**config.mk**
```make
export PLATFORM = sky130hd
export DESIGN_NAME = video_timing_gen_flat
export DESIGN_NICKNAME = d
export VERILOG_FILES = /design/src/rtl/video_timing_gen_pkg.sv /design/src/rtl/video_timing_gen_if.sv /design/src/rtl/video_timing_gen_axis.sv /design/src/rtl/video_timing_gen.sv /design/src/flat_wrapper.sv
export SDC_FILE = /design/constraint.sdc
export NUM_CORES = 1
export LEC_CHECK = 0
export CORE_MARGIN = 8
export CORE_UTILIZATION = 60
export CTS_CLUSTER_DIAMETER = 40
export CTS_CLUSTER_SIZE = 25
export DETAILED_ROUTE_END_ITERATION = 8
export HOLD_SLACK_MARGIN = 0.02
export PLACE_DENSITY_LB_ADDON = 0.2
export SYNTH_ARGS = -nofsm -noshare
export SYNTH_HDL_FRONTEND = slang
export SYNTH_SLANG_ARGS = --single-unit
```
**constraint.sdc**
```tcl
create_clock -name clk_pix -period 13.1 [get_ports clk_pix]
set_clock_uncertainty 0.15 [all_clocks]
set_input_delay 2.62 -clock clk_pix [delete_from_list [all_inputs] [get_ports clk_pix]]
set_output_delay 2.62 -clock clk_pix [all_outputs]
set_load 0.005 [all_outputs]
```
**src/rtl/video_timing_gen_pkg.sv**
```systemverilog
// Shared types and default 720p timing for the VDP raster timing generator.
package vdp_video_pkg;

    localparam int CORDW_MAX = 16;
    localparam int TOTW      = CORDW_MAX + 2;

    typedef struct packed {
        logic [CORDW_MAX-1:0] act;
        logic [CORDW_MAX-1:0] fp;
        logic [CORDW_MAX-1:0] syn;
        logic [CORDW_MAX-1:0] bp;
    } axis_timing_t;

    typedef enum logic {
        CFG_FREE,
        CFG_HELD
    } cfg_state_t;

    localparam axis_timing_t H_720P = '{act: 16'd1280, fp: 16'd8, syn: 16'd32, bp: 16'd40};
    localparam axis_timing_t V_720P = '{act: 16'd720,  fp: 16'd7, syn: 16'd8,  bp: 16'd6};

    function automatic logic [TOTW-1:0] axis_total(input axis_timing_t t);
        return TOTW'(t.act) + TOTW'(t.fp) + TOTW'(t.syn) + TOTW'(t.bp);
    endfunction

endpackage

```
**src/rtl/video_timing_gen_if.sv**
```systemverilog
// Run-time timing reload handshake between a configuring master and the timing generator.
interface video_timing_gen_if #(
    parameter int CORDW = 11
);
    logic               cfg_valid;
    logic               cfg_ready;
    logic [4*CORDW-1:0] cfg_h;
    logic [4*CORDW-1:0] cfg_v;
    logic               cfg_err;

    modport master (output cfg_valid, cfg_h, cfg_v, input cfg_ready, cfg_err);
    modport slave  (input cfg_valid, cfg_h, cfg_v, output cfg_ready, cfg_err);
endinterface

```
**src/rtl/video_timing_gen_axis.sv**
```systemverilog
// One raster axis: position counter with wrap, plus sync/active/last decode of the next position.
module video_axis_counter
    import vdp_video_pkg::*;
#(
    parameter int CORDW = 11,
    parameter bit POL   = 1'b0
) (
    input  logic             clk,
    input  logic             rst,
    input  logic             en,
    input  axis_timing_t     cur,
    input  axis_timing_t     nxt,
    output logic [CORDW-1:0] pos,
    output logic [CORDW-1:0] pos_n,
    output logic             wrap,
    output logic             last_n,
    output logic             sync_n,
    output logic             active_n
);
    localparam int TW = CORDW + 2;

    logic [TW-1:0] cur_total;
    logic [TW-1:0] nxt_total;
    logic [TW-1:0] pos_w;
    logic [TW-1:0] sync_lo;
    logic [TW-1:0] sync_hi;
    logic          sync_raw;

    // Wrap uses the timing of the line/frame in progress; decode uses the timing that applies next.
    always_comb begin
        cur_total = TW'(axis_total(cur));
        nxt_total = TW'(axis_total(nxt));
        wrap      = en && (TW'(pos) == cur_total - 1'b1);
        if (!en) begin
            pos_n = pos;
        end else if (wrap) begin
            pos_n = '0;
        end else begin
            pos_n = pos + 1'b1;
        end
        pos_w    = TW'(pos_n);
        sync_lo  = TW'(nxt.act) + TW'(nxt.fp);
        sync_hi  = sync_lo + TW'(nxt.syn);
        sync_raw = (pos_w >= sync_lo) && (pos_w < sync_hi);
        sync_n   = sync_raw ? POL : ~POL;
        active_n = pos_w < TW'(nxt.act);
        last_n   = pos_w == nxt_total - 1'b1;
    end

    always_ff @(posedge clk) begin
        if (rst) begin
            pos <= '0;
        end else begin
            pos <= pos_n;
        end
    end

endmodule

```
**src/rtl/video_timing_gen.sv**
```systemverilog
// Programmable raster timing generator: H/V counters, frame-boundary timing reload and line prefetch strobe.
module video_timing_gen
    import vdp_video_pkg::*;
#(
    parameter int CORDW    = 11,
    parameter int H_ACT    = int'(H_720P.act),
    parameter int H_FP     = int'(H_720P.fp),
    parameter int H_SYN    = int'(H_720P.syn),
    parameter int H_BP     = int'(H_720P.bp),
    parameter int V_ACT    = int'(V_720P.act),
    parameter int V_FP     = int'(V_720P.fp),
    parameter int V_SYN    = int'(V_720P.syn),
    parameter int V_BP     = int'(V_720P.bp),
    parameter bit HS_POL   = 1'b0,
    parameter bit VS_POL   = 1'b0,
    parameter int PREFETCH = 16
) (
    input  logic              clk_pix,
    input  logic              rst_pix,
    video_timing_gen_if.slave cfg,
    output logic [CORDW-1:0]  sx,
    output logic [CORDW-1:0]  sy,
    output logic              hsync,
    output logic              vsync,
    output logic              de,
    output logic              line,
    output logic              frame,
    output logic              line_pre,
    output logic [CORDW-1:0]  pre_sy
);
    localparam int TW = CORDW + 2;
    localparam logic [TW-1:0] LIMIT = TW'(2**CORDW);

    localparam axis_timing_t H_DEF = '{act: CORDW_MAX'(H_ACT), fp: CORDW_MAX'(H_FP),
                                       syn: CORDW_MAX'(H_SYN), bp: CORDW_MAX'(H_BP)};
    localparam axis_timing_t V_DEF = '{act: CORDW_MAX'(V_ACT), fp: CORDW_MAX'(V_FP),
                                       syn: CORDW_MAX'(V_SYN), bp: CORDW_MAX'(V_BP)};

    if (PREFETCH < 1 || PREFETCH > H_FP + H_SYN + H_BP) begin : g_bad_prefetch
        $error("PREFETCH must lie in 1..H_FP+H_SYN+H_BP");
    end
    if (CORDW < 2 || CORDW > CORDW_MAX) begin : g_bad_cordw
        $error("CORDW out of supported range");
    end

    function automatic axis_timing_t unpack_axis(input logic [4*CORDW-1:0] f);
        axis_timing_t t;
        t.act = CORDW_MAX'(f[4*CORDW-1 -: CORDW]);
        t.fp  = CORDW_MAX'(f[3*CORDW-1 -: CORDW]);
        t.syn = CORDW_MAX'(f[2*CORDW-1 -: CORDW]);
        t.bp  = CORDW_MAX'(f[CORDW-1 -: CORDW]);
        return t;
    endfunction

    function automatic logic [TW-1:0] total(input axis_timing_t t);
        return TW'(axis_total(t));
    endfunction

    axis_timing_t     act_h, act_v, shd_h, shd_v, nxt_h, nxt_v, off_h, off_v;
    cfg_state_t       state, state_n;
    logic             offer_bad, accept, load;
    logic             h_wrap, v_wrap;
    logic [CORDW-1:0] sx_n, sy_n;
    logic             h_last_n, v_last_n, h_sync_n, v_sync_n, h_act_n, v_act_n;
    logic [TW-1:0]    ht_n, vt_n, sy_w, pre_line;
    logic             pre_hit;

    always_comb begin
        off_h     = unpack_axis(cfg.cfg_h);
        off_v     = unpack_axis(cfg.cfg_v);
        offer_bad = (off_h.act == '0) || (off_h.syn == '0) ||
                    (off_v.act == '0) || (off_v.syn == '0) ||
                    (total(off_h) > LIMIT) || (total(off_v) > LIMIT);
    end

    always_ff @(posedge clk_pix) begin
        if (rst_pix) begin
            state <= CFG_FREE;
        end else begin
            state <= state_n;
        end
    end

    // A capture made in the frame-end cycle sees CFG_FREE there, so it waits for the next boundary.
    always_comb begin
        state_n = state;
        case (state)
            CFG_FREE: if (cfg.cfg_valid && !offer_bad) state_n = CFG_HELD;
            CFG_HELD: if (v_wrap) state_n = CFG_FREE;
            default:  state_n = CFG_FREE;
        endcase
    end

    always_comb begin
        cfg.cfg_ready = (state == CFG_FREE);
        accept        = (state == CFG_FREE) && cfg.cfg_valid && !offer_bad;
        load          = (state == CFG_HELD) && v_wrap;
        nxt_h         = load ? shd_h : act_h;
        nxt_v         = load ? shd_v : act_v;
    end

    always_ff @(posedge clk_pix) begin
        if (rst_pix) begin
            act_h       <= H_DEF;
            act_v       <= V_DEF;
            shd_h       <= H_DEF;
            shd_v       <= V_DEF;
            cfg.cfg_err <= 1'b0;
        end else begin
            act_h       <= nxt_h;
            act_v       <= nxt_v;
            cfg.cfg_err <= (state == CFG_FREE) && cfg.cfg_valid && offer_bad;
            if (accept) begin
                shd_h <= off_h;
                shd_v <= off_v;
            end
        end
    end

    video_axis_counter #(.CORDW(CORDW), .POL(HS_POL)) u_h_axis (
        .clk      (clk_pix),
        .rst      (rst_pix),
        .en       (1'b1),
        .cur      (act_h),
        .nxt      (nxt_h),
        .pos      (sx),
        .pos_n    (sx_n),
        .wrap     (h_wrap),
        .last_n   (h_last_n),
        .sync_n   (h_sync_n),
        .active_n (h_act_n)
    );

    video_axis_counter #(.CORDW(CORDW), .POL(VS_POL)) u_v_axis (
        .clk      (clk_pix),
        .rst      (rst_pix),
        .en       (h_wrap),
        .cur      (act_v),
        .nxt      (nxt_v),
        .pos      (sy),
        .pos_n    (sy_n),
        .wrap     (v_wrap),
        .last_n   (v_last_n),
        .sync_n   (v_sync_n),
        .active_n (v_act_n)
    );

    // Prefetch names the line that follows the one being scanned, wrapping to line 0 after the last.
    always_comb begin
        ht_n     = total(nxt_h);
        vt_n     = total(nxt_v);
        sy_w     = TW'(sy_n);
        pre_line = (sy_w == vt_n - 1'b1) ? '0 : sy_w + 1'b1;
        pre_hit  = (TW'(sx_n) == ht_n - TW'(PREFETCH)) && (pre_line < TW'(nxt_v.act));
    end

    always_ff @(posedge clk_pix) begin
        if (rst_pix) begin
            hsync    <= ~HS_POL;
            vsync    <= ~VS_POL;
            de       <= 1'b1;
            line     <= 1'b0;
            frame    <= 1'b0;
            line_pre <= 1'b0;
            pre_sy   <= '0;
        end else begin
            hsync    <= h_sync_n;
            vsync    <= v_sync_n;
            de       <= h_act_n && v_act_n;
            line     <= h_last_n;
            frame    <= h_last_n && v_last_n;
            line_pre <= pre_hit;
            if (pre_hit) begin
                pre_sy <= CORDW'(pre_line);
            end
        end
    end

endmodule

```
**src/flat_wrapper.sv**
```systemverilog
// flat-port wrapper written by rule: the top's interface ports become plain ports
module video_timing_gen_flat import vdp_video_pkg::*;
#(
    parameter int CORDW    = 11,
    parameter int H_ACT    = int'(H_720P.act),
    parameter int H_FP     = int'(H_720P.fp),
    parameter int H_SYN    = int'(H_720P.syn),
    parameter int H_BP     = int'(H_720P.bp),
    parameter int V_ACT    = int'(V_720P.act),
    parameter int V_FP     = int'(V_720P.fp),
    parameter int V_SYN    = int'(V_720P.syn),
    parameter int V_BP     = int'(V_720P.bp),
    parameter bit HS_POL   = 1'b0,
    parameter bit VS_POL   = 1'b0,
    parameter int PREFETCH = 16
)
  (clk_pix, rst_pix, sx, sy, hsync, vsync, de, line, frame, line_pre, pre_sy, cfg_cfg_valid, cfg_cfg_h, cfg_cfg_v, cfg_cfg_ready, cfg_cfg_err);
  video_timing_gen_if #(.CORDW(CORDW)) cfg_i ();
  input  logic clk_pix;
  input  logic rst_pix;
  output logic [CORDW-1:0] sx;
  output logic [CORDW-1:0] sy;
  output logic hsync;
  output logic vsync;
  output logic de;
  output logic line;
  output logic frame;
  output logic line_pre;
  output logic [CORDW-1:0] pre_sy;
  input wire logic [$bits(cfg_i.cfg_valid)-1:0] cfg_cfg_valid;
  input wire logic [$bits(cfg_i.cfg_h)-1:0] cfg_cfg_h;
  input wire logic [$bits(cfg_i.cfg_v)-1:0] cfg_cfg_v;
  output wire logic [$bits(cfg_i.cfg_ready)-1:0] cfg_cfg_ready;
  output wire logic [$bits(cfg_i.cfg_err)-1:0] cfg_cfg_err;
  assign cfg_i.cfg_valid = cfg_cfg_valid;
  assign cfg_i.cfg_h = cfg_cfg_h;
  assign cfg_i.cfg_v = cfg_cfg_v;
  assign cfg_cfg_ready = cfg_i.cfg_ready;
  assign cfg_cfg_err = cfg_i.cfg_err;
  video_timing_gen #(.CORDW(CORDW), .H_ACT(H_ACT), .H_FP(H_FP), .H_SYN(H_SYN), .H_BP(H_BP), .V_ACT(V_ACT), .V_FP(V_FP), .V_SYN(V_SYN), .V_BP(V_BP), .HS_POL(HS_POL), .VS_POL(VS_POL), .PREFETCH(PREFETCH)) u_core (.clk_pix(clk_pix), .rst_pix(rst_pix), .cfg(cfg_i), .sx(sx), .sy(sy), .hsync(hsync), .vsync(vsync), .de(de), .line(line), .frame(frame), .line_pre(line_pre), .pre_sy(pre_sy));
endmodule
```
==> results.toml <==
[critical_path]
crit_fanout = 21
crit_family = "adder cells"
cp.required_ns = 13.36
cp.arrival_ns = 12.68
critPathSlowestCell = "or4_4"
endpoint_kind = "flop"
path_class = "reg -> reg"
critPathMaxStageDelay_ns = 0.57
worst-path-buf-inv = 5
crit_path_frequent_cell = "fa_1"
crit_path_start_kind = "flop"

[placed_design]
placed_area_um2 = 23400
gp_congestion = 0.972
portBuffers = 131
dp_slack_ns = 0.642
place_inst = 3121
place_hpwl_um = 50600

[yosys]
syn-num-nets = 3049
synth_area_um2 = 21700
synth_top_area_cell = "dfxtp_1"
syn-instance-count = 2586
avgSynthCellArea_um2 = 8.38
synth_edf_count = 0
ys_top_cells_by_area = "dfxtp_1, ha_1, fa_1, inv_1, mux2i_1"
postSynth.asyncResetShare = 0
ys_seq_area_frac = 0.215
ys_warn_count = 0
synth_top_area_frac = 0.215
synthFlopType = "dfxtp_1"
ys_types = 95
ys_seq_elements = 233

[routing]
drc = 0
routed_wl_um = 62800
first_iter_violations = 1517
wl_per_cell_um = 19.7
vias_per_cell = 5.88
antenna_left = 0
routed-via-count = 18700
drt-pass1-iter-count = 6

[die]
start_util = 0.610
die_h_um = 206
die_w_um = 206
design.core.area_um2 = 35600
dieArea_um2 = 42500
ioPinCount = 132
num_rows = 69

[global_route]
antenna_found_initial = 1
grtUsageTotal = 0.293
grt_max_degree = 79
grt_pass1_wl_um = 98900
grt.overflow.total = 0
grt_pass1_vias = 18700

[power_and_ir_drop]
p_per_area_nw_per_um2 = 88.9
ir_drop_uv = 124
p_leak_nw = 12.1

[clock_tree]
clockRootBuffer = "clkbuf_16"
clock_sinks = 233
cts_tree = "built"
hold_buffers = 0
cts.clk_slew.worst_paths_ns = 0.06
clk_latency_ns = 0.53
cts_max_path_buffers = 3
postCtsSetupBuffers = 0
htreeDepth = 2
cts-buffers-inserted = 36

[finish]
drive_above_1_share = 0.0517
stdcell_count = 3186
final_cell_area_um2 = 24700
fin_nets = 3161
fill_cells = 2929
area_growth_pct = 13.9
post-route-util = 0.694
diodes = 0

[sta]
timing.fmax_ghz = 0.0805
period_share = 0.948
worstMarginPinSlew_ns = 0.860
setup_ws_ns = 0.684
finalCriticalPeriod_ns = 12.42
final.setup.tns_ns = 0
drv_slew = 0
slew_headroom = 0.427
setup_viol = 0
final_hold_viol_count = 0

[hold_path]
min_path_type = "reg -> reg"

[run_status]
status = "finished clean"

[run]
cap_violations = 0
## final cells by class
cell class                      count  area (um2)  share of cell area
Multi-Input combinational cell   1923       15400               0.623
Clock inverter                     24         274              0.0111
Inverter                          350        1310              0.0532
Timing Repair Buffer              154        1500              0.0606
Sequential cell                   233        4660               0.189
Clock buffer                       41         982              0.0398
Tap cell                          461         577              0.0234
## flip-flops by register name, summed over array words and instances (netlist names)
name / flops
u_core.hsync: 1
u_core.act_v: 52
u_core.u_v_axis.pos: 11
u_core.shd_v: 44
u_core.cfg.cfg_err: 1
u_core.vsync: 1
u_core.frame: 1
u_core.act_h: 52
u_core.state: 1
u_core.pre_sy: 11
u_core.u_h_axis.pos: 11
u_core.line: 1
u_core.de: 1
u_core.line_pre: 1
u_core.shd_h: 44
## worst paths after layout
check | startpoint | cells past startpoint | slack, ns | endpoint
worst max-delay path | u_core.act_v[17]$_SDFF_PP0_ | 47 | 0.68 | u_core.pre_sy[8]$_SDFFE_PP0P_
worst max register to register | u_core.act_v[17]$_SDFF_PP0_ | 47 | 0.68 | u_core.pre_sy[8]$_SDFFE_PP0P_
worst min register to register | u_core.act_h[0]$_SDFF_PP0_ | 2 | 0.32 | u_core.act_h[0]$_SDFF_PP0_
worst min-delay path | u_core.act_h[0]$_SDFF_PP0_ | 2 | 0.32 | u_core.act_h[0]$_SDFF_PP0_
## where the power goes
part | internal [W] | switching (W)
clock | 0.000612 | 0.000379
combinational | 0.000194 | 0.000238
sequential | 0.000741 | 0.0000325
## stage by stage
step           hold slack [ns]  power (W)
2_1_floorplan            0.295    0.00108
3_3_place_gp             0.302    0.00120
3_5_place_dp             0.316    0.00121
4_1_cts                  0.322    0.00220
5_1_grt                  0.339    0.00229
6_report                 0.321    0.00220
## cells in the mapped netlist, types with 6 or more instances
| cell | n |
|---|---|
| a2111oi_0 | 6 |
| a211oi_1 | 10 |
| a21boi_0 | 12 |
| a21o_1 | 49 |
| a21oi_1 | 156 |
| a31oi_1 | 14 |
| and2_1 | 19 |
| and3_1 | 28 |
| buf_1 | 12 |
| clkbuf_1 | 57 |
| dfxtp_1 | 233 |
| fa_1 | 122 |
| ha_1 | 250 |
| inv_1 | 350 |
| mux2i_1 | 118 |
| nand2_1 | 230 |
| nand2b_1 | 21 |
| nand3_1 | 41 |
| nand4_1 | 20 |
| nor2_1 | 216 |
| nor2b_1 | 25 |
| nor3_1 | 63 |
| nor4_1 | 18 |
| nor4b_1 | 6 |
| o2111ai_1 | 6 |
| o211ai_1 | 27 |
| o21a_1 | 23 |
| o21ai_0 | 82 |
| o21bai_1 | 32 |
| o31a_1 | 6 |
| or2_2 | 6 |
| or3_1 | 6 |
| xnor2_1 | 133 |
| xor2_1 | 57 |
## cell families (layout without fill, tap and decap cells)
group | after synthesis | in the layout | synth area share
AOI/OAI and AO/OA | 498 | 498 | 0.152
xor gates and xnor gates | 194 | 194 | 0.0801
buffers and inverters | 430 | 569 | 0.0763
muxes | 126 | 126 | 0.0592
adders and majority gates | 373 | 373 | 0.257
DFF | 233 | 233 | 0.215
and+or+nand+nor | 732 | 732 | 0.160
## worst register-to-register path: cells and delay by family (launching register included)
| family | cells | cell delay (ns) |
|---|---|---|
| adder cells (fa/ha/maj) | 11 | 4.12 |
| AND/OR/NAND/NOR | 14 | 3.38 |
| flip-flops | 1 | 0.39 |
| XOR/XNOR | 2 | 0.39 |
| multiplexers | 2 | 0.68 |
| buffers and inverters | 5 | 0.56 |
| AO/OA/AOI/OAI | 13 | 2.62 |
## cells in the final DEF, fill, tap and decap left out, drive strengths merged, types with 21 or more instances in the layout
cell / instances
inv: 358
ha: 250
dfxtp: 233
nand2: 230
nor2: 219
a21oi: 160
xnor2: 134
clkdlybuf4s50: 130
fa: 122
mux2i: 118
o21ai: 84
nor3: 63
xor2: 59
a21o: 49
nand3: 41
clkbuf: 41
o21bai: 32
and3: 29
o211ai: 27
nor2b: 25
buf: 24
o21a: 23
nor4: 23
nand2b: 21
## layer usage
metal	GRT usage	up-vias	wire length, um
met1	0.413	8930	29000
li1	-	9015	-
met5	0	-	0
met3	0.0632	113	5470
met2	0.444	689	26500
met4	0.0905	0	1800
## timing repair
| item | 4_1_cts | 5_1_grt |
|---|---|---|
| resized for setup | 0 | 1 |
| endpoints found under the hold margin | 0 | 0 |
| endpoints found under the setup margin | 0 | 11 |
No activity file was read; power rests on OpenSTA's default activity.
